## config.mk

```make
export PLATFORM = sky130hd
export DESIGN_NAME = opamp_mux_sequencer
export DESIGN_NICKNAME = d
export VERILOG_FILES = /design/src/rtl/opamp_seq_pkg.sv /design/src/rtl/opamp_seq_next_ch.sv /design/src/rtl/opamp_mux_sequencer.sv
export SDC_FILE = /design/constraint.sdc
export NUM_CORES = 1
export LEC_CHECK = 0
export ABC_AREA = 1
export CORE_UTILIZATION = 40
export CTS_CLUSTER_SIZE = 12
export DETAILED_ROUTE_END_ITERATION = 6
export GPL_TIMING_DRIVEN = 0
export PLACE_DENSITY = 0.68
export SYNTH_ARGS = -nofsm -noshare
export SYNTH_HDL_FRONTEND = slang
export SYNTH_HIERARCHICAL = 1
export SYNTH_SLANG_ARGS = --single-unit
```

## constraint.sdc

```tcl
create_clock -name clk -period 7.1 [get_ports clk]
set_clock_uncertainty 0.2 [all_clocks]
set_input_delay 1.42 -clock clk [delete_from_list [all_inputs] [get_ports clk]]
set_output_delay 1.42 -clock clk [all_outputs]
set_load 0.03 [all_outputs]
```

## src/rtl/opamp_seq_pkg.sv

```systemverilog
// Shared state encoding and default timing for the opamp mux sequencer.
package opamp_seq_pkg;

  typedef logic [1:0] state_t;

  localparam state_t ST_IDLE    = 2'd0;
  localparam state_t ST_SETTLE  = 2'd1;
  localparam state_t ST_CONNECT = 2'd2;
  localparam state_t ST_BBM     = 2'd3;

  localparam int SETTLE_CYCLES_DEF = 16;
  localparam int DWELL_CYCLES_DEF  = 64;
  localparam int BBM_CYCLES_DEF    = 2;

endpackage

```

## src/rtl/opamp_seq_next_ch.sv

```systemverilog
// Finds the next set mask bit above idx, wrapping to the lowest set bit.
// With from_zero=1 it simply returns the lowest set bit.
module opamp_seq_next_ch #(
  parameter int N_CH  = 4,
  parameter int SEL_W = 3
) (
  input  logic [N_CH-1:0]  mask,
  input  logic [SEL_W-1:0] idx,
  input  logic             from_zero,
  output logic [SEL_W-1:0] next_ch,
  output logic             wrap,
  output logic             found
);

  logic [SEL_W-1:0] above_ch;
  logic [SEL_W-1:0] low_ch;
  logic             above_found;
  logic             low_found;

  // NOTE: every always_comb output gets a default first so no latch is inferred.
  always_comb begin
    above_ch    = '0;
    low_ch      = '0;
    above_found = 1'b0;
    low_found   = 1'b0;
    // Descending scan: the last hit written is the lowest qualifying bit.
    for (int i = N_CH - 1; i >= 0; i--) begin
      if (mask[i]) begin
        low_ch    = SEL_W'(i);
        low_found = 1'b1;
        if (from_zero || (i > int'(idx))) begin
          above_ch    = SEL_W'(i);
          above_found = 1'b1;
        end
      end
    end
  end

  assign found   = low_found;
  assign wrap    = ~above_found;
  assign next_ch = above_found ? above_ch : low_ch;

endmodule

```

## src/rtl/opamp_mux_sequencer.sv

```systemverilog
// Sequences opamp enable / output switch per channel with settle, dwell and
// break-before-make phases; auto sweep over a mask or manual req/ack service.
module opamp_mux_sequencer
  import opamp_seq_pkg::*;
#(
  parameter int N_CH          = 4,
  parameter int SEL_W         = 3,
  parameter int CNT_W         = 8,
  parameter int SETTLE_CYCLES = SETTLE_CYCLES_DEF,
  parameter int DWELL_CYCLES  = DWELL_CYCLES_DEF,
  parameter int BBM_CYCLES    = BBM_CYCLES_DEF
) (
  input  logic             clk,
  input  logic             rst,
  input  logic             start,
  input  logic             stop,
  input  logic             loop,
  input  logic [N_CH-1:0]  ch_mask,
  input  logic             man_req,
  input  logic [SEL_W-1:0] man_sel,
  output logic             man_ack,
  output logic             man_err,
  output logic [N_CH-1:0]  opamp_en,
  output logic [N_CH-1:0]  sw_en,
  output logic [SEL_W-1:0] cur_ch,
  output logic             busy,
  output logic             done
);

  localparam logic [CNT_W-1:0] SETTLE_LOAD = CNT_W'(SETTLE_CYCLES - 1);
  localparam logic [CNT_W-1:0] DWELL_LOAD  = CNT_W'(DWELL_CYCLES - 1);
  localparam logic [CNT_W-1:0] BBM_LOAD    = CNT_W'(BBM_CYCLES - 1);

  state_t           state;
  logic [CNT_W-1:0] cnt;
  logic [SEL_W-1:0] ch;
  logic [N_CH-1:0]  mask_q;
  logic             manual;
  logic             aborted;
  logic             done_q;
  logic             man_err_q;
  logic             man_req_q;

  logic [N_CH-1:0]  search_mask;
  logic             search_first;
  logic [SEL_W-1:0] search_ch;
  logic             search_wrap;
  logic             search_found;
  logic             man_sel_ok;
  logic [N_CH-1:0]  ch_onehot;

  // One search unit: lowest set bit of ch_mask in IDLE, successor of ch otherwise.
  assign search_first = (state == ST_IDLE);
  assign search_mask  = search_first ? ch_mask : mask_q;
  assign man_sel_ok   = ({1'b0, man_sel} < (SEL_W + 1)'(N_CH));

  opamp_seq_next_ch #(
    .N_CH  (N_CH),
    .SEL_W (SEL_W)
  ) u_next_ch (
    .mask      (search_mask),
    .idx       (ch),
    .from_zero (search_first),
    .next_ch   (search_ch),
    .wrap      (search_wrap),
    .found     (search_found)
  );

  // NOTE: sequential state uses non-blocking assignments so every register samples pre-edge values.
  always_ff @(posedge clk) begin
    if (rst) begin
      state     <= ST_IDLE;
      cnt       <= '0;
      ch        <= '0;
      mask_q    <= '0;
      manual    <= 1'b0;
      aborted   <= 1'b0;
      done_q    <= 1'b0;
      man_err_q <= 1'b0;
      man_req_q <= 1'b0;
    end else begin
      done_q    <= 1'b0;
      man_err_q <= 1'b0;
      man_req_q <= man_req;
      case (state)
        ST_IDLE: begin
          if (!stop) begin
            if (man_req && man_sel_ok) begin
              state   <= ST_SETTLE;
              ch      <= man_sel;
              manual  <= 1'b1;
              aborted <= 1'b0;
              cnt     <= SETTLE_LOAD;
            end else if (man_req) begin
              man_err_q <= ~man_req_q;
            end else if (start && search_found) begin
              state   <= ST_SETTLE;
              ch      <= search_ch;
              mask_q  <= ch_mask;
              manual  <= 1'b0;
              aborted <= 1'b0;
              cnt     <= SETTLE_LOAD;
            end
          end
        end
        ST_SETTLE: begin
          if (stop) begin
            state   <= ST_BBM;
            aborted <= 1'b1;
            cnt     <= BBM_LOAD;
          end else if (cnt == '0) begin
            state <= ST_CONNECT;
            cnt   <= DWELL_LOAD;
          end else begin
            cnt <= cnt - 1'b1;
          end
        end
        ST_CONNECT: begin
          if (stop) begin
            state   <= ST_BBM;
            aborted <= 1'b1;
            cnt     <= BBM_LOAD;
          end else if (manual ? !man_req : (cnt == '0)) begin
            state <= ST_BBM;
            cnt   <= BBM_LOAD;
          end else if (!manual) begin
            cnt <= cnt - 1'b1;
          end
        end
        ST_BBM: begin
          if (stop) aborted <= 1'b1;
          if (cnt != '0) begin
            cnt <= cnt - 1'b1;
          end else if (manual || aborted || stop || (search_wrap && !loop)) begin
            // A completed single sweep is the only exit that reports done.
            done_q <= !manual && !aborted && !stop;
            state  <= ST_IDLE;
            ch     <= '0;
          end else begin
            state <= ST_SETTLE;
            ch    <= search_ch;
            cnt   <= SETTLE_LOAD;
          end
        end
        default: state <= ST_IDLE;
      endcase
    end
  end

  assign ch_onehot = N_CH'(1) << ch;
  assign opamp_en  = ((state == ST_SETTLE) || (state == ST_CONNECT)) ? ch_onehot : '0;
  assign sw_en     = (state == ST_CONNECT) ? ch_onehot : '0;
  assign man_ack   = manual && (state == ST_CONNECT);
  assign cur_ch    = ch;
  assign busy      = (state != ST_IDLE);
  assign done      = done_q;
  assign man_err   = man_err_q;

  a_sw_onehot: assert property (@(posedge clk) disable iff (rst) $onehot0(sw_en));
  a_en_onehot: assert property (@(posedge clk) disable iff (rst) $onehot0(opamp_en));
  a_sw_subset: assert property (@(posedge clk) disable iff (rst) ((sw_en & ~opamp_en) == '0));

endmodule

```

Yosys cells after proc, flatten, opt, wreduce, memory -nomap -nowiden
Cells that the tools add are included.
- word-level logic and storage cells: 135
- output and inout port bits: 15
- bits in registers: 22
- shift operators: 1
- eq/ne operators: 13
- bitwise logic cells: 8
- add/subtract/negate cells: 1
- order comparisons: 4
- multiplexer cells: 66
- reduce and logical (&&, ||, !) cells: 33
- operator list (cell ; number):
    $mux 8 ; 11
    $mux 3 ; 13
    $pmux 8 s4 ; 1
    $mux 2 ; 15
    $mux 1 ; 20
    $reduce_and 5->1 ; 3
    $mux 4 ; 3
    $ne 3x3->1 const B ; 3
    $logic_not 8->1 ; 1
    $not 1->1 ; 8
    $pmux 2 s4 ; 1
    $reduce_and 4->1 ; 2
    $reduce_bool 8->1 ; 1
    $sub 8x1->8 const B ; 1
    $logic_or 1x1->1 ; 7
    $gt 2x3->1 const A ; 2
    $logic_and 1x1->1 ; 6
    $pmux 3 s2 ; 1
    $reduce_and 6->1 ; 1
    $reduce_bool 2->1 ; 3
    $logic_not 1->1 ; 5
    $reduce_or 5->1 ; 1
    $eq 2x2->1 const B ; 2
    $ne 2x1->1 const B ; 2
    other kinds (12) ; 13

Depth between registers and ports, before layout
Gate-level depths: netlist of the first run.
- depth after elaboration: 16
- depth in mapped cells: 19

Modules after synthesis
The synthesis of the first run kept the hierarchy.
- modules (own cells, without submodules) (module ; instances ; area each (um^2) ; cells each):
    opamp_mux_sequencer ; 1 ; 1517.7 ; 232
    opamp_seq_next_ch ; 1 ; 197.7 ; 38

Worst setup path before layout of the first run
Ideal clock, no wire load.
- path type: input to register
- from: in ch_mask[1]
- to: reg cnt[1]
- stages on the path: 13
- data required time: 6.773 ns
- library setup time: 0.127 ns
- path slack: 4.256 ns
- buffers on the path: 0
- arrival: 2.517 ns
- path through: nand2_1 nand2_1 inv_1 a21oi_2 nand2_2 nand2_2 nor2_1 nand2_1 nand3_1 nand3_2 nand2_4 nor3_1 a21oi_1
- word-level cells in the longest chain between the ends: 9
- RTL lines (item ; line ; text):
    start: declaration ; opamp_mux_sequencer.sv:18 ; input logic [N_CH-1:0] ch_mask,
    $mux 4 (*) ; opamp_mux_sequencer.sv:54 ; assign search_mask = search_first ? ch_mask : mask_q;
    via search_mask[1] ; opamp_mux_sequencer.sv:44 ; logic [N_CH-1:0] search_mask;
    $mux 1 (*) ; opamp_seq_next_ch.sv:28 ; if (mask[i]) begin
    $mux 1 ; opamp_seq_next_ch.sv:31 ; if (from_zero || (i > int'(idx))) begin
    $mux 1 (*) ; opamp_seq_next_ch.sv:28 ;
    $not 1->1 (*) ; opamp_seq_next_ch.sv:40 ; assign wrap = ~above_found;
    via search_wrap ; opamp_mux_sequencer.sv:47 ; logic search_wrap;
    $logic_and 1x1->1 (*) ; opamp_mux_sequencer.sv:134 ; end else if (manual || aborted || stop || (search_wrap && !loop)) begin
    $logic_or 1x1->1 (*) ; opamp_mux_sequencer.sv:134 ;
    $ne 3x3->1 (no line) (*) ; - ;
    $reduce_and 5->1 (no line) (*) ; - ;
    end signal: assignment ; opamp_mux_sequencer.sv:115 ; cnt <= cnt - 1'b1;
    end signal: assignment ; opamp_mux_sequencer.sv:127 ; cnt <= cnt - 1'b1;
    end signal: assignment ; opamp_mux_sequencer.sv:133 ; cnt <= cnt - 1'b1;
    end: declaration ; opamp_mux_sequencer.sv:35 ; logic [CNT_W-1:0] cnt;
The timed path passes the listed nets; every way through them passes the cells marked *.
A chain may end at the register's enable or synchronous reset.

Worst setup path in the final report of the first run
- from: reg state[0]
- to: out busy
- word-level cells in the longest chain between the ends: 1
- RTL lines (item ; line ; text):
    start: declaration ; opamp_mux_sequencer.sv:34 ; state_t state;
    start signal: assignment ; opamp_mux_sequencer.sv:72 ; state <= ST_IDLE;
    start signal: assignment ; opamp_mux_sequencer.sv:89 ; state <= ST_SETTLE;
    start signal: assignment ; opamp_mux_sequencer.sv:97 ; state <= ST_SETTLE;
    $reduce_bool 2->1 ; opamp_mux_sequencer.sv:155 ; assign busy = (state != ST_IDLE);
    end: declaration ; opamp_mux_sequencer.sv:26 ; output logic busy,
No other way between the ends.

==> summary.txt, run 1 <==
status: completed
top cell type by total area after synthesis: dfxtp_1
largest net degree at the start of global routing: 14
# setup viols final: 0
multi-input gate area in the final layout: 0.00108 sq mm
VDD IR max: 0.270 mV
Worst Reg-to-Reg Cells: 16
top post-synthesis cells by area: dfxtp_1 (26%), nand2_1 (14%), nor2_1 (9.2%), inv_1 (6.8%), nand3_1 (5.0%)
vias in the first global route: 1444
Die W: 67.5 um
# H-tree levels: 1
Hold WC Path Type: flop to flop
top_reg_cell synth: dfxtp_1
Layout Area Growth over Synthesis: 23.0%
Starting Density: 0.423
Final period util: 0.504
power density cells: 419 mW/mm^2
CP Max Fanout: 9
WHS Endpoint: man_err
Setup WS pre-CTS: 3.46 ns
Setup Total Neg Slack: 0 ns
RSZ-0062 raised after global routing: false
global-route wire length before repair: 6350 um
antenna-violating nets left: 0
GRT Residual Overflow: 0
count of final hold-check violations: 0
Die Y: 67.5 um
post-synthesis sequential area ratio: 0.257
# DRC: 0
routed wl met3: 174 um
top cell type's share of synthesized area: 0.257
Clock Path Buffers: 2
hold path depth: 1
CTS buffer count: 3
Vias: 1680
Post-DP HPWL: 3000 um
Top Ports: 28
antenna violations before repair: 0
clock sinks: 22
die area: 0.00455 sq mm
CTS tree: yes
clock-pin slew on the worst setup and hold paths: 0.09 ns
Clk Latency, worst-skew pair: 0.27 ns
routed len/inst: 11.0 um
Crit Path Category: flop to output pin
M1 wire length: 1890 um
starting DRC count in detailed routing: 80
GP Congestion: 0.824
hold-fix buffers at CTS: 0
post-route setup slack: 3.52 ns
placed cell areas: 0.00204 sq mm
MaxCap Viol Count: 0
Total Power: 885 uW
Worst R2R Start: state[0]
Finished Cell Area: 0.00211 sq mm
Worst setup SP type: flop
Avg Cell Area, Syn: 6.35 sq um
routed length on met2: 1770 um
Worst setup EP type: output pin
Syn Nets: 289
Vias/cell: 4.80
# port buffers: 26
synthesized area: 0.00172 sq mm
synthesis warning total: 6
Worst R2R End: cnt[1]
EDFF count, synth: 0
Fmax: 280 MHz
post-CTS resize count: 0
max-slew violations: 0
Netlist cell types: 33
drt total wl: 3860 um
Worst Path Required: 5.48 ns
antenna cells: 0
DR top layer: met4
Root Buffer: clkbuf_8
Hold WS: 0.184 ns
core area: 0.00406 sq mm
reg2reg setup slack: 4.03 ns
drt first pass iters: 4
layout cells sized above 1: 0.167
hold path start: man_req_q
row count: 23
Post-Syn Instances: 270
# nets final: 320
post-CTS setup buffer count: 0
CP Data Arrival Time: 1.96 ns
minimum clock period: 3.58 ns
Yosys reg bits: 22
gr usage total: 0.183
Leak: 0.000965 uW
# fillers: 428
Reg area: 440 sq um
Synth async-reset ratio: 0
[worst max-delay path by stage]
stage | start | to | slack (ns) | cells past startpoint
finish | state[0] | busy | 3.52 | 4
global route | state[0] | sw_en[3] | 3.42 | 5
floorplan | ch_mask[1] | cnt[1] | 4.26 | 13
global placement | ch_mask[1] | cnt[3] | 3.49 | 14
detailed placement | ch_mask[1] | cnt[3] | 3.46 | 14
CTS | state[0] | busy | 3.51 | 4
[area by class of cell]
cell class / count / share of cell area
Clock buffer: 3 / 0.0196
Timing Repair Buffer: 26 / 0.123
Clock inverter: 1 / 0.0142
Buffer: 5 / 0.0160
Tap cell: 50 / 0.0297
Inverter: 41 / 0.0741
Sequential cell: 22 / 0.209
Multi-Input combinational cell: 202 / 0.514
[stage by stage]
stage                     utilization  cells
after global placement          0.502    346
final                           0.520    350
after global routing            0.520    350
after detailed placement        0.502    346
after floorplan                     -    270
after CTS                       0.520    350
[cells in the final DEF, fill, tap and decap left out, drive strengths merged]
cell            n
nand3          24
nand4           1
o21ai          16
ha              6
xor2            3
clkbuf          6
clkinv          2
nor2           50
bufinv          1
inv            39
o211ai          1
dfxtp          22
conb            1
a211oi          1
a21oi          18
nand2          76
buf             2
clkdlybuf4s50  26
nor3            4
o22ai           1
[worst max-delay path, cell delays in order (launching register included)]
cell,delay [ns]
dfxtp_1,0.37
inv_1,0.10
ha_1,0.35
inv_2,0.18
clkdlybuf4s50_1,0.68
[registers in the layout (all words and copies together), names as in the netlist]
register,flops
aborted,1
done,1
manual,1
cur_ch,3
man_req_q,1
cnt,8
state,2
mask_q,4
man_err,1
[layer usage]
metal | up-vias | track usage
met5 | - | 0
met3 | 5 | 0.0304
met1 | 739 | 0.244
li1 | 907 | -
met4 | 0 | 0.0399
met2 | 29 | 0.303
[synthesized netlist by cell type (all sizes together), types with 2 or more instances]
| cell type | n |
|---|---|
| clkbuf | 3 |
| dfxtp | 22 |
| nand2 | 76 |
| clkinv | 2 |
| a21oi | 18 |
| inv | 39 |
| ha | 6 |
| nand3 | 24 |
| o21ai | 16 |
| buf | 2 |
| nor3 | 4 |
| xor2 | 3 |
| nor2 | 50 |
[cells by family (layout without fill, tap and decap cells)]
group,count (synthesis),after routing,share of synthesized area
other,1,1,0.00219
AO/OA/AOI/OAI,37,37,0.125
AND/OR/NAND/NOR,155,155,0.446
XOR/XNOR,3,3,0.0153
adder cells (fa/ha/maj),6,6,0.0438
buffers and inverters,46,76,0.111
flip-flops,22,22,0.257
[power breakdown]
part / internal (uW) / switching (uW)
Combinational: 207 / 366
Clock: 75.5 / 46.7
Sequential: 156 / 33.8
Note: power is estimated with default switching activity, not from simulation.
==> run 2, diff against run 1 <==
- PLACE_DENSITY: 0.68 -> 0.7
- clock period: 7.1 -> 3.2 ns (I/O delays scaled with it)
==> run 2 against run 1 <==
Against the previous run:
- non-clock buffer count is the same
- die area is the same
- power grew 120%
- cell area is essentially flat
- clock-buffer cell count is the same
- first-iteration DRC count shrank 6.3%
- wire length shrank 2.1%
- critical path type is now flop to flop
==> summary.txt, run 2 (synthesis gave the netlist of run 1 again) <==
starting DRC count in detailed routing: 75 (-6.3%)
NetSw: 985 uW (+120%)
Top Ports: 28 (unchanged)
clock share of power: 0.135 (-0.003)
Die Y: 67.5 um (unchanged)
max-slew violations: 0 (unchanged)
gr usage total: 0.175 (-0.00814)
# port buffers: 26 (unchanged)
drt first pass iters: 5 (+1)
GP Congestion: 0.838 (+1.7%)
CTS buffer count: 3 (unchanged)
clock-pin slew on the worst setup and hold paths: 0.08 ns (about the same)
antenna violations before repair: 0 (unchanged)
# fillers: 428 (unchanged)
drt total wl: 3780 um (-2.1%)
largest net degree at the start of global routing: 14 (unchanged)
max reg flops: 8 (unchanged)
Die W: 67.5 um (unchanged)
Reg area: 440 sq um (unchanged)
die area: 0.00455 sq mm (unchanged)
internal power: 974 uW (+120%)
status: completed
# nets final: 320 (unchanged)
Crit Path Category: flop to flop
VDD IR max: 0.552 mV (+100%)
Clock Path Buffers: 2 (unchanged)
# setup viols final: 0 (unchanged)
count of final hold-check violations: 0 (unchanged)
row count: 23 (unchanged)
Vias/cell: 4.71 (-2.0%)
Biggest register: cnt
Total Power: 1960 uW (+120%)
global-route wire length before repair: 6040 um (-4.8%)
# H-tree levels: 1 (unchanged)
Worst setup SP type: flop
routed len/inst: 10.8 um (-2.1%)
Fmax: 342 MHz
antenna cells: 0 (unchanged)
Clk Latency, worst-skew pair: 0.27 ns (about the same)
clock sinks: 22 (unchanged)
# DRC: 0 (unchanged)
RSZ-0062 raised after global routing: false
CTS tree: yes
sequential share of power: 0.215 (about the same)
MaxCap Viol Count: 0 (unchanged)
Setup Total Neg Slack: 0 ns (unchanged)
sw frac: 0.503 (-0.00149)
CP Data Arrival Time: 2.93 ns (+0.97 ns)
Vias: 1647 (-2.0%)
commonest non-fill, non-tap cell in the layout: nand2_1
power density cells: 928 mW/mm^2 (+120%)
core area: 0.00406 sq mm (unchanged)
commonest non-fill, non-tap cells in the layout: nand2_1 (63), nor2_1 (42), inv_1 (31)
minimum clock period: 2.92 ns
Final period util: 0.913
Worst setup EP type: flop
vias in the first global route: 1383 (-4.2%)
antenna-violating nets left: 0 (unchanged)
Leak: 0.000968 uW (+0.29%)
multi-input gate area in the final layout: 0.00108 sq mm (unchanged)
Hold WC Path Type: flop to flop
GRT Residual Overflow: 0 (unchanged)
Post-DP HPWL: 2920 um (-2.6%)
post-route core utilization: 0.520 (about the same)
Worst Path Required: 3.21 ns (-2.27 ns)
Root Buffer: clkbuf_8
post-CTS setup buffer count: 0 (unchanged)
layout cells sized above 1: 0.170 (+0.00333)
Layout Area Growth over Synthesis: 23.0% (about the same)
CP Max Fanout: 10 (+1)
combinational power share: 0.650 (+0.003)
Starting Density: 0.423 (unchanged)
[run 2: final timing paths]
kind | start | end | slack, ns | cells past startpoint
setup / recovery | state[0] | cnt[5] | 0.28 | 17
hold / removal | man_req_q | man_err | 0.18 | 1
hold reg to reg | man_req_q | man_err | 0.18 | 1
setup reg to reg | state[0] | cnt[5] | 0.28 | 17
[run 2: final cells by class]
type                       count  area share
multi-input combinational    202       0.514
sequential                    22       0.209
timing repair buffer          26       0.123
inverter                      41      0.0741
tap                           50      0.0296
clock buffer                   3      0.0196
buffer                         5      0.0166
clock inverter                 1      0.0142
[run 2: metal layers]
metal | track usage | share of wire | wire (um) | up-vias
li1 | - | - | - | 903
met1 | 0.233 | 0.51 | 1930 | 720
met2 | 0.292 | 0.46 | 1720 | 20
met3 | 0.0304 | 0.029 | 111 | 4
met4 | 0.0319 | 0.0061 | 23 | 0
met5 | 0 | 0 | 0 | -
[run 2: worst max-delay path: stages, from the launching register on]
cell and delay, ns:
dfxtp_1 0.34, inv_1 0.12, ha_1 0.42, clkbuf_2 0.34
nand2_1 0.08, nand2_1 0.12, inv_1 0.09, a21oi_2 0.12
nand2_2 0.07, nand2_2 0.07, nor2_1 0.05, nand2_1 0.07
nand3_1 0.15, nand3_2 0.15, nand2_4 0.10, nor2_2 0.14
nand3_1 0.10, a21oi_2 0.12
[run 2: timing repair]
item / CTS / global route
endpoints found under the setup margin: 0 / 8
gates resized for setup: 0 / 2
hold buffers: 0 / 0
[run 2: power by group through the flow]
stage	registers [uW]	logic, uW	clock network, uW
final	421	1270	265
after global routing	435	1430	279
after CTS	421	1280	270
after detailed placement	428	1270	0
after global placement	426	1260	0
after floorplan	446	976	0
[run 2: through the flow]
step                setup WS, ns  area, sq um  hold WS (ns)  std cells
floorplan                  0.684         1720         0.167        270
global placement           0.150         2040         0.170        346
detailed placement         0.128         2040         0.173        346
CTS                        0.103         2110         0.186        350
global route              0.0206         2110         0.194        350
finish                     0.279         2110         0.184        350
==> run 3, diff against run 2 <==
- clock period: 3.2 -> 2.68 ns (I/O delays scaled with it)
==> run 3 against run 2 <==
Against the previous run:
- combinational power rose by 23%
- clock power rose by 19%
- global-route usage is essentially flat
- flip-flop and latch count unchanged
- clock-buffer cell count stayed put
- power increased by 22%
- cell area up 1.6%
- register-to-register slack lost 0.06 ns
- cell count is 0.29% higher
- critical path depth shrank 12
- via count fell by 0.18%
- largest cell class unchanged
- highest routed layer unchanged
==> summary.txt, run 3 (synthesis gave the netlist of run 1 again) <==
GRT Residual Overflow: 0 (unchanged)
Worst R2R Start: state[1]
CTS tree: yes
Worst setup SP type: flop
row count: 23 (unchanged)
status: completed
Worst path max stage delay: 0.68 ns (+0.26 ns)
RSZ-0062 raised after global routing: false
Layout Area Growth over Synthesis: 25.0%
core area: 0.00406 sq mm (unchanged)
Root Buffer: clkbuf_8
drt first pass iters: 4 (-1)
non-filler instance count after layout: 351 (+0.29%)
routed len/inst: 10.8 um (about the same)
drt total wl: 3790 um (+0.24%)
commonest non-fill, non-tap cell in the layout: nand2_1
Crit Path Category: flop to output pin
antenna cells: 0 (unchanged)
Starting Density: 0.423 (unchanged)
Hold WS: 0.185 ns (+0.000273 ns)
critical path's top delay family: buffers and inverters
Biggest register: cnt
clock-pin slew on the worst setup and hold paths: 0.08 ns (about the same)
# port buffers: 26 (unchanged)
Critical Path Source: state[1]
Top Ports: 28 (unchanged)
# fillers: 425 (-0.70%)
# DRC: 0 (unchanged)
Clk Latency, worst-skew pair: 0.27 ns (about the same)
count of final hold-check violations: 0 (unchanged)
clock sinks: 22 (unchanged)
commonest non-fill, non-tap cells in the layout: nand2_1 (63), nor2_1 (42), inv_1 (30)
starting DRC count in detailed routing: 67 (-11%)
die area: 0.00455 sq mm (unchanged)
Fmax: 385 MHz
GP Congestion: 0.838 (unchanged)
Vias: 1644 (-0.18%)
max-slew violations: 0 (unchanged)
minimum clock period: 2.60 ns
CP Max Fanout: 4 (-6)
Bufs and invs on worst path: 3 (unchanged)
# setup viols final: 0 (unchanged)
CTS buffer count: 3 (unchanged)
CP Data Arrival Time: 1.86 ns (-1.07 ns)
antenna violations before repair: 0 (unchanged)
global-route wire length before repair: 6030 um (-0.23%)
Hold WC Path Type: flop to flop
placed cells: 346 (unchanged)
vias in the first global route: 1383 (unchanged)
VDD IR max: 0.661 mV (+20%)
hold path start: man_req_q
power density cells: 1110 mW/mm^2 (+20%)
# nets final: 321 (+0.31%)
Total Power: 2380 uW (+22%)
Worst setup EP type: output pin
Crit path top cell by count: inv_1
Vias/cell: 4.68 (-0.47%)
cell breakdown of the critical path: inv_1 -> ha_4 -> inv_1 -> nor2_1 -> clkdlybuf4s50_1
largest net degree at the start of global routing: 14 (unchanged)
MaxCap Viol Count: 0 (unchanged)
Clock Path Buffers: 2 (unchanged)
Worst Path Required: 1.94 ns (-1.27 ns)
layout cells sized above 1: 0.186 (+0.0160)
max reg flops: 8 (unchanged)
# H-tree levels: 1 (unchanged)
Die W: 67.5 um (unchanged)
antenna-violating nets left: 0 (unchanged)
gr usage total: 0.174 (-0.000351)
Die Y: 67.5 um (unchanged)
CP max-delay cell: clkdlybuf4s50_1
Leak: 0.00101 uW (+4.6%)
Final period util: 0.968
Post-DP HPWL: 2920 um (unchanged)
Setup Total Neg Slack: 0 ns (unchanged)
==> run 3: area by class of cell <==
class | instances | area [sq um] | share of cell area
sequential | 22 | 440 | 0.205
clock inverter | 1 | 30.0 | 0.0140
tap | 50 | 62.6 | 0.0292
inverter | 41 | 156 | 0.0729
multi-input combinational | 202 | 1110 | 0.516
buffer | 5 | 41.3 | 0.0193
timing repair buffer | 27 | 265 | 0.124
clock buffer | 3 | 41.3 | 0.0193
==> run 3: report_power, final <==
group,switching (uW),internal [uW]
clock network,117,200
logic,981,580
registers,88.5,414
total,1190,1190
==> run 3: final timing paths <==
kind / end / slack [ns] / cells past startpoint
worst max-delay path: opamp_en[2] / 0.08 / 5
worst max register to register: cnt[5] / 0.22 / 17
worst min-delay path: man_err / 0.18 / 1
worst min register to register: man_err / 0.18 / 1
==> run 3: metrics by stage <==
step / cell area [sq um] / setup slack, ns / utilization
2_1_floorplan: 1720 / 0.164 / -
3_3_place_gp: 2040 / -0.370 / 0.502
3_5_place_dp: 2040 / -0.392 / 0.502
4_1_cts: 2120 / 0.00858 / 0.523
5_1_grt: 2140 / 0.00338 / 0.529
6_report: 2140 / 0.0844 / 0.529
==> run 3: per-layer routing <==
metal,part of all wire,vias up,track usage
li1,-,904,-
met1,0.49,704,0.232
met2,0.46,32,0.292
met3,0.044,4,0.0304
met4,0.0063,0,0.0319
met5,0,-,0
==> run 3: timing repair <==
item                                    CTS  global route
setup buffers                             0             1
gates resized for setup                   8             6
hold buffers                              0             0
endpoints found under the setup margin   15            12
pin swaps                                 0             1
gates cloned                              0             0
